## config.mk

```make
export PLATFORM = sky130hd
export DESIGN_NAME = neuron_layer_engine
export DESIGN_NICKNAME = d
export VERILOG_FILES = /design/src/rtl/neuron_layer_engine.sv
export SDC_FILE = /design/constraint.sdc
export NUM_CORES = 2
export LEC_CHECK = 0
export CAP_MARGIN = 10
export CORE_ASPECT_RATIO = 0.8
export CORE_UTILIZATION = 40
export DETAILED_ROUTE_END_ITERATION = 7
export PLACE_DENSITY = 0.71
export RECOVER_POWER = 50
export SKIP_CTS_REPAIR_TIMING = 1
export SYNTH_ARGS = -nofsm -noshare
export SYNTH_HDL_FRONTEND = slang
export SYNTH_SLANG_ARGS = --single-unit
export TNS_END_PERCENT = 10
```

## constraint.sdc

```tcl
create_clock -name clk -period 7 [get_ports clk]
set_input_delay 1.4 -clock clk [delete_from_list [all_inputs] [get_ports clk]]
set_output_delay 1.4 -clock clk [all_outputs]
set_load 0.02 [all_outputs]
```

## src/rtl/neuron_layer_engine.sv

```systemverilog
// Ten-neuron layer engine: streams buffer reads and multiply-accumulates them
// against ten parallel weights plus a constant-127 bias. The sums then go
// through ReLU and saturation, and the results are written back with a write pulse.
module neuron_layer_engine (
  input  logic        clk,
  input  logic        rst,
  input  logic        start,
  input  logic [6:0]  base,
  input  logic [6:0]  num_in,
  input  logic        dst,
  input  logic [7:0]  R,
  input  logic [79:0] w_bus,
  output logic [6:0]  readloc,
  output logic [6:0]  wsel,
  output logic        write,
  output logic        writeloc,
  output logic [7:0]  n1o,
  output logic [7:0]  n2o,
  output logic [7:0]  n3o,
  output logic [7:0]  n4o,
  output logic [7:0]  n5o,
  output logic [7:0]  n6o,
  output logic [7:0]  n7o,
  output logic [7:0]  n8o,
  output logic [7:0]  n9o,
  output logic [7:0]  n10o,
  output logic        busy,
  output logic        done
);

  localparam logic [6:0] BIAS_ADDR = 7'd62;

  typedef enum logic [2:0] {
    S_IDLE,
    S_ISSUE,
    S_DRAIN,
    S_ACT,
    S_WRITE
  } state_t;

  state_t state;
  state_t state_n;

  logic [6:0]         base_q;
  logic [6:0]         num_q;
  logic               dst_q;
  logic [6:0]         idx;
  logic               valid;
  logic signed [20:0] acc   [10];
  logic signed [15:0] prod  [10];
  logic        [7:0]  n_q   [10];

  // Takes acc >>> 7. A negative value gives 0, and anything above 127 saturates to 127.
  function automatic logic [7:0] relu_sat(input logic signed [13:0] q);
    logic [7:0] r;
    if (q[13])
      r = 8'd0;
    else if (|q[12:7])
      r = 8'd127;
    else
      r = {1'b0, q[6:0]};
    return r;
  endfunction

  always_ff @(posedge clk) begin
    if (rst)
      state <= S_IDLE;
    else
      state <= state_n;
  end

  always_comb begin
    state_n = state;
    case (state)
      S_IDLE:  if (start) state_n = S_ISSUE;
      S_ISSUE: if (idx == num_q) state_n = S_DRAIN;
      S_DRAIN: state_n = S_ACT;
      S_ACT:   state_n = S_WRITE;
      S_WRITE: state_n = S_IDLE;
      default: state_n = S_IDLE;
    endcase
  end

  always_comb begin
    busy    = (state != S_IDLE);
    write   = 1'b0;
    done    = 1'b0;
    readloc = 7'd0;
    wsel    = 7'd0;
    case (state)
      S_ISSUE: begin
        readloc = (idx == num_q) ? BIAS_ADDR : base_q + idx;
        wsel    = idx;
      end
      S_WRITE: begin
        write = 1'b1;
        done  = 1'b1;
      end
      default: ;
    endcase
  end

  always_comb begin
    for (int k = 0; k < 10; k++) begin
      prod[k] = $signed({{8{R[7]}}, R}) *
                $signed({{8{w_bus[8*k+7]}}, w_bus[8*k +: 8]});
    end
  end

  // R and w_bus trail the issued address by one cycle, so valid marks the cycle when they line up.
  always_ff @(posedge clk) begin
    if (rst) begin
      base_q <= 7'd0;
      num_q  <= 7'd0;
      dst_q  <= 1'b0;
      idx    <= 7'd0;
      valid  <= 1'b0;
      for (int k = 0; k < 10; k++) begin
        acc[k] <= 21'sd0;
        n_q[k] <= 8'd0;
      end
    end else begin
      valid <= (state == S_ISSUE);
      if (state == S_IDLE && start) begin
        base_q <= base;
        num_q  <= num_in;
        dst_q  <= dst;
        idx    <= 7'd0;
        for (int k = 0; k < 10; k++)
          acc[k] <= 21'sd0;
      end else begin
        if (state == S_ISSUE)
          idx <= idx + 7'd1;
        if (valid) begin
          for (int k = 0; k < 10; k++)
            acc[k] <= acc[k] + {{5{prod[k][15]}}, prod[k]};
        end
      end
      if (state == S_ACT) begin
        for (int k = 0; k < 10; k++)
          n_q[k] <= relu_sat(acc[k][20:7]);
      end
    end
  end

  assign writeloc = dst_q;
  assign n1o  = n_q[0];
  assign n2o  = n_q[1];
  assign n3o  = n_q[2];
  assign n4o  = n_q[3];
  assign n5o  = n_q[4];
  assign n6o  = n_q[5];
  assign n7o  = n_q[6];
  assign n8o  = n_q[7];
  assign n9o  = n_q[8];
  assign n10o = n_q[9];

endmodule
```

; ---- Word-level counts from Yosys, hierarchy flattened
; Memories as Yosys holds them, arrays and structs flattened.
; Cells that the tools add are included.
[totals]
inputBits = 106
word_cells = 171
mem_count = 2
regBits = 26
ramBits = 290
out_inout_bits = 98
[mem_list]
columns = memory, depth, word_bits, read_ports, rd_clocked_by_memory_dff, write_ports, line_no
row1 = acc, 10, 21, 10, 0, 10, 49  ; logic signed [20:0] acc [10];
row2 = n_q, 10, 8, 10, 0, 10, 51  ; logic [7:0] n_q [10];
[op_classes]
muxes = 89
n_reduce_logical = 15
n_mul = 10
n_eq_ne = 7
bitwise_logic = 30
add_sub_neg = 12
[op_table]
columns = operator, n
row1 = 2-to-1 mux 21 bit, 20
row2 = 2-to-1 mux 8 bit, 30
row3 = adder 21 bit, 10
row4 = 2-to-1 mux 7 bit, 23
row5 = multiplier 8 x 8 -> 16 bit, 10
row6 = OR reduction 6 bit, 10
row7 = bitwise OR 1 bit, 30
row8 = 2-to-1 mux 1 bit, 13
row9 = one-hot mux 3 bit (4 select lines), 1
row10 = "adder 7 x 1 -> 7 bit, second input constant", 1
row11 = adder 7 bit, 1
row12 = == test 7 bit, 1
row13 = "== test 3 x 2 -> 1 bit, second input constant", 2
row14 = 2-to-1 mux 3 bit, 2
row15 = "!= test 2 bit, second input constant", 2
row16 = "== test 3 x 1 -> 1 bit, second input constant", 1
row17 = "== test 3 bit, second input constant", 1
row18 = zero test 3 bit, 1
row19 = nonzero test 3 bit, 1
row20 = AND reduction 2 bit, 1
row21 = OR reduction 2 bit, 1
row22 = logical AND 1 bit, 1

; ---- Logic depth before layout (Yosys ltp)
[depth]
word_depth = 7
ltp_mapped = 30
mapped_depth_nobuf = 28

; ---- Worst setup path before layout
; OpenSTA, ideal clock, no wires.
[synth_path]
path_type = input-to-reg
start = input R[7]
end = memory acc[3][20] (data pin)
cell_stages = 25
required_time_ns = 6.740
path_slack_ns = -0.398
arrival_time_ns = 7.138
path_buffers = 3
setup_ns = 0.260
cell_sequence = clkbuf_1 > clkbuf_1 > clkbuf_1 > nand2_1 > fa_1 > fa_1 > inv_1 > fa_1 > inv_1 > fa_1 > inv_1 > ha_1 > nand3_1 > o2111ai_1 > o211ai_1 > xnor2_1 > ha_1 > a21o_1 > a21o_1 > a21o_1 > nor2_1 > nor2_1 > a211oi_1 > nor2_1 > mux2_2
[synth_lines]
columns = element, line_no
row1 = start: declaration, 11  ; input logic [7:0] R,
row2 = end: declaration, 49

==> flow_summary.yaml <==
outcome:
  status: "complete, but fails checks"
  violations: "max-capacitance violations, max-slew violations"
sta:
  hold_violations: 0
  skew_ns: 0.0233
  worst_slack_ns: 0.155
  post-route-period-util: 0.978
  rsz0062_at_grt: "yes"
  relSlewSlack: -1.14
  setup_viol: 0
  max_freq_ghz: 0.146
  tns_ns: 0
  period_needed_ns: 6.85
  slew_viol_final: 189
  tightest_slew_ns: 3.21
clock_tree:
  clockRootBuffer: "clkbuf_16"
  clock_sinks: 306
  cts_tree: "yes"
  clkTransAtPathRegs_ns: 0.06
  cts.path.max_buffers: 3
  cts.htree.levels: 2
  insertion_delay_ns: 0.59
  cts_made_buffers: 41
setup_path:
  r2r_setup_slack_ns: 2.24
  worstSetupPathType: "input port to flip-flop"
  start_kind: "input port"
  crit_required_ns: 7.32
  r2r-end: "acc[5][19]$_SDFFCE_PN0P_"
  reg2reg_depth: 6
  crit_fanout: 3
  end_kind: "flip-flop"
  rr_startpoint: "state[0]$_SDFFE_PP0P_"
  cp_data_arrival_time_ns: 7.17
logic_synthesis:
  synth_flop_cell: "edfxtp_1"
  ys_ff_latch: 306
  ys_warn_count: 0
  synthDistinctLibCells: 90
  synth_edf_count: 280
  synthCells: 5046
  syn_area_um2: 46700
  synth-seq-area-share: 0.191
  avgSynthCellArea_um2: 9.25
  synthArstFlopShare: 0
route:
  routed_wl_um: 116000
  final_antenna_net_count: 0
  viasPerCell: 4.99
  first_pass_iters: 5
  vias: 37400
  wl_per_cell_um: 15.5
  first_iter_violations: 1953
  route.detailed.drc: 0
place:
  dp_hpwl_um: 92100
  place_ws_ns: -0.701
  place_congestion: 0.888
  numPortBuffers: 193
worst_hold_path:
  worst_hold_path.endpoint: "writeloc$_SDFFE_PP0P_"
  hold_depth: 2
  min_from: "writeloc$_SDFFE_PP0P_"
  holdCritPathClass: "flip-flop to flip-flop"
flow_run:
  cap_violations: 4
global_route:
  grt_pass1_wl_um: 193000
  grt_remaining_overflow: 0
  grt_pass1_vias: 38900
  grt_usage: 0.199
  grt_max_degree: 107
  antenna_found_initial: 22
die:
  core_um2: 115000
  fp.dieH_um: 307
  die_x_um: 384
  die-area_um2: 118000
  ios: 204
  rows: 111
  initial_core_util: 0.405
final_layout:
  mostFrequentLayoutCell: "inv_1"
  fillers: 10400
  nNetsFinal: 7118
  layout-drive-gt1-share: 0.160
  areaGrowthSynthToFinish_pct: 23.9
  final_cell_mix: "inv_1, buf_4, fa_1"
==> worst max path at each step <==
stage	startpoint	to	slack [ns]
2_1_floorplan	R[3]	acc[5][20]$_SDFFCE_PN0P_	-0.09
3_3_place_gp	w_bus[25]	acc[3][17]$_SDFFCE_PN0P_	-0.54
3_5_place_dp	w_bus[25]	acc[3][17]$_SDFFCE_PN0P_	-0.70
4_1_cts	w_bus[25]	acc[3][17]$_SDFFCE_PN0P_	-0.07
5_1_grt	w_bus[42]	acc[5][20]$_SDFFCE_PN0P_	-0.13
6_report	w_bus[42]	acc[5][20]$_SDFFCE_PN0P_	0.15
==> logic make-up after synthesis <==
| group | Yosys count | share of synthesized area |
|---|---|---|
| mux | 21 | 0.00483 |
| flops | 306 | 0.191 |
| buf+inv | 1061 | 0.0864 |
| xor+xnor | 315 | 0.0609 |
| other cells | 1 | 0.0000804 |
| fa+ha+maj | 1086 | 0.381 |
| compound gates | 789 | 0.113 |
| simple gates | 1467 | 0.162 |
==> critical path, stage by stage <==
cell             delay, ns
clkdlybuf4s50_1       0.41
and2_1                0.18
fa_1                  0.53
inv_1                 0.06
fa_1                  0.54
inv_1                 0.06
fa_1                  0.47
inv_1                 0.05
fa_1                  0.47
inv_1                 0.04
ha_1                  0.30
o21ai_0               0.09
nor2_1                0.09
o41ai_2               0.34
o21ai_1               0.15
o41ai_2               0.35
buf_4                 0.18
xnor2_1               0.14
ha_1                  0.28
a21o_1                0.18
a21o_1                0.18
a21oi_2               0.17
o221ai_2              0.12
a31oi_2               0.18
xor2_1                0.16
nor2_1                0.05
==> synth_stat cells, drive strengths merged, types with 5 or more instances <==
library cell | instances | area (um^2)
or2 | 14 | 87.6
o21ai | 126 | 631
a31oi | 22 | 138
a31o | 5 | 43.8
nor3 | 91 | 460
and3 | 46 | 288
a21o | 91 | 683
fa | 561 | 11200
nor3b | 9 | 67.6
inv | 940 | 3530
o311ai | 7 | 61.3
ha | 525 | 6570
o21bai | 45 | 338
nor2b | 73 | 457
o31ai | 12 | 100
nor4 | 19 | 119
mux2i | 9 | 90.1
a211o | 13 | 114
a21oi | 217 | 1100
a41oi | 5 | 51.3
nor2 | 323 | 1210
a211oi | 55 | 418
a2111oi | 11 | 103
nor4bb | 5 | 50.1
a21boi | 6 | 45.0
nand2 | 284 | 1070
xor2 | 104 | 911
edfxtp | 280 | 8410
mux2 | 12 | 135
dfxtp | 26 | 521
xnor2 | 205 | 1800
o2111ai | 9 | 78.8
or3 | 30 | 188
nand4 | 17 | 106
o21a | 94 | 706
nand3 | 51 | 255
or4 | 7 | 56.3
and2 | 447 | 2800
nand2b | 38 | 238
o41ai | 9 | 109
o211ai | 22 | 165
buf | 20 | 124
clkbuf | 101 | 380
==> state kept, by name, summed over array words and instances, names as in the netlist <==
register and cells:
acc 210, n_q 70, num_q 7, valid 1, base_q 7, idx 7, writeloc 1, state 3
==> per-layer routing <==
metal | wire [um] | part of all wire | vias up | global-route usage
met2 | 54300 | 0.47 | 728 | 0.333
met4 | 2210 | 0.019 | 14 | 0.0432
li1 | - | - | 18200 | -
met3 | 6500 | 0.056 | 142 | 0.0281
met5 | 91 | 0.00078 | - | 0
met1 | 53000 | 0.46 | 18300 | 0.271
==> area by class of cell <==
cell class                      count  area (um^2)  share of cell area
Multi-Input combinational cell   3688        34300               0.593
Sequential cell                   306         8930               0.154
Timing Repair Buffer              949         7800               0.135
Inverter                          940         3530              0.0610
Tap cell                         1525         1910              0.0330
Clock buffer                       51         1130              0.0195
Clock inverter                     21          218             0.00376
Antenna cell                       13         32.5            0.000563
==> metrics by stage <==
stage	utilization	hold WS (ns)	instance area [um^2]	instances
after floorplan	-	0.441	46700	5055
after global placement	0.485	0.447	55800	7398
after detailed placement	0.485	0.455	55800	7398
after CTS	0.496	0.466	57200	7470
after global routing	0.502	0.480	57800	7483
final	0.502	0.456	57800	7493
Power is not shown: default switching activity piles up to over one toggle a cycle in this logic, so the estimate is an artifact.
